**src/rtl/imm_gen_pipe.sv**
```systemverilog
// imm_gen_pipe: registered RV32I/RV64I immediate generator with a 2-entry
// skid buffer between fetch and the decode/execute register.
//
// Ports
//   i_clk, i_rst_n      clock, async active-low reset
//   i_flush             sync flush: drops both entries and any same-cycle input
//   i_valid/o_ready     upstream handshake (o_ready = skid entry empty)
//   i_instruction,i_tag instruction word and sideband tag
//   o_valid/i_ready     downstream handshake
//   o_imm,o_fmt         XLEN immediate and format (0 NONE,1 I,2 S,3 B,4 U,5 J,6 Z)
//   o_illegal,o_tag     illegal flag and tag of the output entry
//   o_illegal_cnt       saturating count of accepted illegal instructions
//
// Build option: define IMM_GEN_ZICSR_EN to decode CSR immediate forms of
// SYSTEM (funct3[2]=1) as fmt Z with imm = zext(rs1 field).
module imm_gen_pipe #(
  parameter int XLEN  = 32,
  parameter int TAG_W = 8,
  parameter int CNT_W = 16
) (
  input  logic              i_clk,
  input  logic              i_rst_n,
  input  logic              i_flush,
  input  logic              i_valid,
  output logic              o_ready,
  input  logic [31:0]       i_instruction,
  input  logic [TAG_W-1:0]  i_tag,
  output logic              o_valid,
  input  logic              i_ready,
  output logic [XLEN-1:0]   o_imm,
  output logic [2:0]        o_fmt,
  output logic              o_illegal,
  output logic [TAG_W-1:0]  o_tag,
  output logic [CNT_W-1:0]  o_illegal_cnt
);

  localparam logic [2:0] FMT_NONE = 3'd0;
  localparam logic [2:0] FMT_I    = 3'd1;
  localparam logic [2:0] FMT_S    = 3'd2;
  localparam logic [2:0] FMT_B    = 3'd3;
  localparam logic [2:0] FMT_U    = 3'd4;
  localparam logic [2:0] FMT_J    = 3'd5;
`ifdef IMM_GEN_ZICSR_EN
  localparam logic [2:0] FMT_Z    = 3'd6;
`endif

  typedef struct packed {
    logic [XLEN-1:0]  imm;
    logic [2:0]       fmt;
    logic             illegal;
    logic [TAG_W-1:0] tag;
  } entry_t;

  entry_t      dec, main_q, skid_q;
  logic        main_vld, skid_vld;
  logic [31:0] imm32;
  logic [31:0] inst;
  logic        accept, drain;
  logic [CNT_W-1:0] cnt_q;

  assign inst = i_instruction;

  // Immediates are built sign-extended to 32 bits first, then widened to
  // XLEN with a signed cast; the Z form has a zero top bit so it stays zext.
  always_comb begin
    imm32       = '0;
    dec.fmt     = FMT_NONE;
    dec.illegal = 1'b0;
    if (inst[1:0] != 2'b11) begin
      dec.illegal = 1'b1;
    end else begin
      case (inst[6:0])
        7'b0010011, 7'b0000011, 7'b1100111: begin
          dec.fmt = FMT_I;
          imm32   = {{20{inst[31]}}, inst[31:20]};
        end
        7'b0100011: begin
          dec.fmt = FMT_S;
          imm32   = {{20{inst[31]}}, inst[31:25], inst[11:7]};
        end
        7'b1100011: begin
          dec.fmt = FMT_B;
          imm32   = {{19{inst[31]}}, inst[31], inst[7], inst[30:25], inst[11:8], 1'b0};
        end
        7'b0110111, 7'b0010111: begin
          dec.fmt = FMT_U;
          imm32   = {inst[31:12], 12'b0};
        end
        7'b1101111: begin
          dec.fmt = FMT_J;
          imm32   = {{11{inst[31]}}, inst[31], inst[19:12], inst[20], inst[30:21], 1'b0};
        end
        7'b0110011, 7'b0001111: ;
        7'b1110011: begin
`ifdef IMM_GEN_ZICSR_EN
          if (inst[14]) begin
            dec.fmt = FMT_Z;
            imm32   = {27'b0, inst[19:15]};
          end
`endif
        end
        default: dec.illegal = 1'b1;
      endcase
    end
    dec.imm = XLEN'($signed(imm32));
    dec.tag = i_tag;
  end

  assign o_ready = ~skid_vld;
  assign o_valid = main_vld;
  assign accept  = i_valid & o_ready;
  assign drain   = main_vld & i_ready;

  always_ff @(posedge i_clk or negedge i_rst_n) begin
    if (!i_rst_n) begin
      main_vld <= 1'b0;
      skid_vld <= 1'b0;
      main_q   <= '0;
      skid_q   <= '0;
      cnt_q    <= '0;
    end else if (i_flush) begin
      main_vld <= 1'b0;
      skid_vld <= 1'b0;
    end else begin
      if (accept && dec.illegal && !(&cnt_q))
        cnt_q <= cnt_q + CNT_W'(1);
      if (drain) begin
        // Skid full implies o_ready=0, so no accept can collide here.
        if (skid_vld) begin
          main_q   <= skid_q;
          skid_vld <= 1'b0;
        end else if (accept) begin
          main_q   <= dec;
        end else begin
          main_vld <= 1'b0;
        end
      end else if (accept) begin
        if (!main_vld) begin
          main_q   <= dec;
          main_vld <= 1'b1;
        end else begin
          skid_q   <= dec;
          skid_vld <= 1'b1;
        end
      end
    end
  end

  assign o_imm         = main_q.imm;
  assign o_fmt         = main_q.fmt;
  assign o_illegal     = main_q.illegal;
  assign o_tag         = main_q.tag;
  assign o_illegal_cnt = cnt_q;

endmodule

```
**config.mk**
```make
export PLATFORM = sky130hd
export DESIGN_NAME = imm_gen_pipe
export DESIGN_NICKNAME = d
export VERILOG_FILES = /design/src/rtl/imm_gen_pipe.sv
export SDC_FILE = /design/constraint.sdc
export NUM_CORES = 1
export LEC_CHECK = 0
export ABC_AREA = 1
export CAP_MARGIN = 40
export CORE_AREA = 2 2 102 104
export DETAILED_ROUTE_END_ITERATION = 6
export DIE_AREA = 0 0 104 106
export PLACE_DENSITY = 0.9
export SYNTH_ARGS = -nofsm -noshare
export SYNTH_HDL_FRONTEND = slang
export SYNTH_SLANG_ARGS = --single-unit
```
**constraint.sdc**
```tcl
create_clock -name i_clk -period 2.7 [get_ports i_clk]
set_input_delay 0.54 -clock i_clk [delete_from_list [all_inputs] [get_ports i_clk]]
set_output_delay 0.54 -clock i_clk [all_outputs]
set_load 0.05 [all_outputs]
```
=== After elaboration in Yosys (flattened, before gate mapping) ===
Index checks and enable logic that the tools add are counted.

* Output and inout port bits: 62
* Word-level logic and storage cells: 68
* Register bits after elaboration: 106
* Input port bits: 45

* Bitwise operators: 5
* Add/subtract/negate cells: 1
* Reduce and logical (&&, ||, !) cells: 16
* Mux-type cells: 20
* Equal/unequal tests: 15

{| class="wikitable"
|+ Operator list
! kind !! number
|-
| $mux W44 || 5
|-
| $pmux W32 S5 || 1
|-
| $mux W32 || 1
|-
| $eq A7 B7 Y1 const B || 4
|-
| $eq A7 B6 Y1 const B || 3
|-
| $add A16 B1 Y16 const B || 1
|-
| $reduce_and A16 Y1 || 1
|-
| $pmux W3 S5 || 1
|-
| $eq A7 B5 Y1 const B || 2
|-
| $mux W1 || 11
|-
| $reduce_or A11 Y1 || 1
|-
| $reduce_and A4 Y1 || 2
|-
| $eq A7 B2 Y1 const B || 1
|-
| $eq A7 B4 Y1 const B || 1
|-
| $ne A3 B3 Y1 const B || 2
|-
| $reduce_bool A3 Y1 || 2
|-
| $reduce_and A2 Y1 || 2
|-
| $reduce_bool A2 Y1 || 2
|-
| $mux W3 || 1
|-
| $not A1 Y1 || 3
|-
| $reduce_and A3 Y1 || 1
|-
| $reduce_or A3 Y1 || 1
|-
| $and A1 B1 Y1 || 2
|-
| $logic_and A1 B1 Y1 || 2
|-
| other kinds (4) || 4
|}

=== Depth between registers and ports, before layout ===
* Depth in word-level cells: 7
* Mapped depth: 10
* Gate-level depth less buffers: 9

=== Worst setup path after synthesis ===
OpenSTA, ideal clock, no wires.

* Path type: register to register
* From: reg cnt_q[0], in the netlist o_illegal_cnt[0]
* To: reg cnt_q[6], in the netlist o_illegal_cnt[6]
* Path slack: 0.782 ns
* Arrival: 1.798 ns
* Setup time: 0.120 ns
* Path buffers: 1
* Cell stages (with the launch flop): 10
* Data required time: 2.580 ns
* Clock period less this slack: 1.918 ns
* Cell sequence: dfrtp_1 > ha_1 > nand2_1 > nor2_1 > nand3_1 > nor2_1 > a21oi_4 > buf_2 > nand3_1 > nand2_1

* Cells in the longest elaborated chain, start to end: 4
* Elaborated cells between the ends (all ways): 5
* Those cells by class: 1 x add/sub; 4 x reduce/logical

{| class="wikitable"
|+ Ends and longest elaborated chain
! what !! line !! text
|-
| start: declaration || 59 || <nowiki>logic [CNT_W-1:0] cnt_q;</nowiki>
|-
| start signal: assignment || 126 || <nowiki>cnt_q <= cnt_q + CNT_W'(1);</nowiki>
|-
| parallel branches: the longest is 4 deep, another holds $add A16 B1 Y16 || - ||
|}

Parallel ways; which one is timed is not known.
A chain may end at the register's enable or synchronous reset.

=== Worst setup path in the final report ===
* From: in i_instruction[4]
* To: reg skid_q[27] (netlist name)

* Cells in the longest elaborated chain, start to end: 4
* Elaborated cells between the ends (all ways): 12
* Those cells by class: 8 x eq/ne; 2 x mux; 2 x reduce/logical

{| class="wikitable"
|+ Ends and longest elaborated chain
! what !! line !! text
|-
| start: declaration || 26 || <nowiki>input logic [31:0] i_instruction,</nowiki>
|-
| $eq A7 B5 Y1, or another cell as far along || 72 || <nowiki>case (inst[6:0])</nowiki>
|-
| $reduce_or A3 Y1 / $reduce_or A2 Y1 (equally long branches) || 72 ||
|-
| $pmux W32 S5 (*) || 72 ||
|-
| $mux W32 (*) || 69 || <nowiki>if (inst[1:0] != 2'b11) begin</nowiki>
|-
| end signal: assignment || 119 || <nowiki>skid_q <= '0;</nowiki>
|-
| end signal: assignment || 142 || <nowiki>skid_q <= dec;</nowiki>
|-
| end: declaration || 54 || <nowiki>entry_t dec, main_q, skid_q;</nowiki>
|}

Mark *: on every way between the ends. The rest lies on a longest branch, timed or not.

==> results.json <==
{
  "holdCritPathClass": "in2async",
  "synth_area_per_cell_um2": 7.476,
  "rr_startpoint": "o_illegal_cnt[0]",
  "final-hold-violation-count": 0,
  "clk_latency_ns": 0.38,
  "ir_worst_vdd_v": 0.0004050,
  "final_area_um2": 6827,
  "holdWs_ns": 0.1816,
  "vias": 5179,
  "final_common_cell": "nand2_1",
  "end_kind": "flip-flop",
  "dp.final_hpwl_um": 9466,
  "cpMostUsedCell": "nand2_1",
  "finalSetupViolations": 0,
  "critPathLaunchType": "input port",
  "setup_slack_ns": 0.4214,
  "start_util_pct": 54.73,
  "p_per_area_nw_per_um2": 589.4,
  "antenna_found_initial": 0,
  "crit_path_max_fanout": 11,
  "yosys.cell_types.count": 29,
  "syn-num-nets": 778,
  "htreeDepth": 3,
  "wl_per_cell_um": 14.21,
  "yosys_warnings": 0,
  "cts_resized": 0,
  "finalSetupTns_ns": 0,
  "critical_path.max_stage_delay_ns": 0.49,
  "final-seq-area_um2": 2653,
  "maxCapViolCount": 0,
  "relSlewSlack_pct": 56.73,
  "antenna_cells": 0,
  "rsz0062_at_grt": "false",
  "avgViaCountPerCell": 5.378,
  "skew_ns": 0.007772,
  "worstPathRequired_ns": 3.00,
  "clkTransAtPathRegs_ns": 0.10,
  "tightest_slew_ns": 0.6490,
  "syn2layout_area_growth_pct": 24.74,
  "rr_worst_depth": 9,
  "drc": 0,
  "path_cells": "clkdlybuf4s50_1 -> inv_1 -> nor2_1 -> nand2_1 -> nand2_1 -> nand2_1 -> nand3_1 -> nand2_1 -> o21ai_0",
  "numCtsBuffers": 9,
  "grt_pass1_wl_um": 22580,
  "drive_gt1_share_pct": 6.046,
  "fillerInstances": 853,
  "slew_violations": 0,
  "final_nets": 868,
  "clock.fmax_ghz": 0.4389,
  "die_y_um": 106,
  "cts_tree": "yes",
  "core_area_um2": 10000,
  "ys_seq_area_share_pct": 48.47,
  "dr.pass1.iters": 5,
  "die_area_um2": 11020,
  "ios": 107,
  "finalWeightedCongestion": 0.8468,
  "cts.sinks": 106,
  "cp-startpoint": "i_instruction[4]",
  "period_minus_slack_ns": 2.279,
  "grt_pass1_vias": 4870,
  "netlist_instances": 732,
  "cts_setup_buffers": 0,
  "post_dp_cell_area_um2": 6649,
  "grt_max_degree": 68,
  "multi_input_area_um2": 2477,
  "cts-root-buf": "clkbuf_8",
  "fin_crit_sh_pct": 84.39,
  "ctsHoldBuffers": 0,
  "rows": 37,
  "worstSetupPathType": "in2reg",
  "synth_seq_cells": 106,
  "dp_slack_ns": 0.07395,
  "critPathArrivalTime_ns": 2.57,
  "gr-total-overflow": 0,
  "portBuffers": 106,
  "synth.cell_area_um2": 5473,
  "p_leak_nw": 3.429,
  "drt-total-wl_um": 13680,
  "worst_path_max_delay_cell": "clkdlybuf4s50_1",
  "die_x_um": 104,
  "ant_nets": 0,
  "drt-initial-drc-count": 310,
  "mostFrequentLayoutCells": "nand2_1, dfrtp_1, clkdlybuf4s50_1",
  "grt_use_total_pct": 24.98,
  "outcome": "completed",
  "cts.path.max_buffers": 2
}
==> Yosys cell counts (all sizes together) <==
library cell  count  area [um^2]
nand4            14        87.58
dfrtp           106         2653
nand3            80        427.9
a21oi            43        226.5
nand2           251        959.7
nor2            103        420.4
xnor2             2        17.52
o21ai            23        115.1
clkbuf           11        41.29
ha                1        12.51
inv              40        150.1
a31oi            16        100.1
buf              28        160.2
nor3              7        40.04
xor2              7        61.31
==> state kept, by name (all words and copies together), names as in the netlist <==
signal	cells
o_fmt	3
o_illegal	1
o_illegal_cnt	16
o_imm	32
o_tag	8
o_valid	1
skid_q	44
skid_vld	1
==> critical path, delay by kind of cell <==
family                 cells  cell delay [ns]
buffers and inverters      2             0.59
AO/OA/AOI/OAI              1             0.10
AND/OR/NAND/NOR            6             1.36
==> metrics by stage <==
step	instances	total power [W]	utilization, %
floorplan	732	0.002697	-
global placement	946	0.003082	66.29
detailed placement	947	0.003121	66.49
CTS	963	0.004045	68.27
global route	963	0.004218	68.27
finish	963	0.004024	68.27
==> logic make-up (layout without fill, tap and decap cells) <==
logic type               after synthesis  count (layout)  share of synthesized area (%)
adder cells (fa/ha/maj)                1               1                         0.2286
flip-flops                           106             106                          48.47
XOR/XNOR                               9               9                          1.440
AND/OR/NAND/NOR                      455             455                          35.37
AO/OA/AOI/OAI                         82              82                          8.071
buffers and inverters                 79             174                          6.424
==> worst paths after layout <==
check,endpoint,slack (ns)
max in group asynchronous,skid_q[2],1.79
min in group i_clk,skid_q[4],0.48
worst min-delay path,skid_q[36],0.18
worst max-delay path,skid_q[27],0.42
worst max register to register,o_illegal_cnt[2],0.98
worst min register to register,skid_q[4],0.48
==> routing by layer <==
layer / GRT usage (%) / share of wire (%) / up-vias
li1: - / - / 2534
met3: 4.108 / 5.9 / 20
met5: 0 / 0 / -
met1: 33.81 / 45 / 2429
met4: 8.687 / 1.5 / 0
met2: 41.17 / 48 / 196
==> report_power, final <==
part | internal [W] | switching, W | total (W)
logic | 0.000395 | 0.000714 | 0.00111
registers | 0.00183 | 0.000151 | 0.00198
clock network | 0.000363 | 0.000569 | 0.000932
==> layout make-up <==
type                       count  share of cell area (%)
timing repair buffer         118                   17.56
tap                          136                   2.493
inverter                      40                   2.199
clock buffer                  10                   2.016
clock inverter                 6                  0.5865
multi-input combinational    547                   36.29
sequential                   106                   38.86
Note: power is estimated with default switching activity, not from simulation.
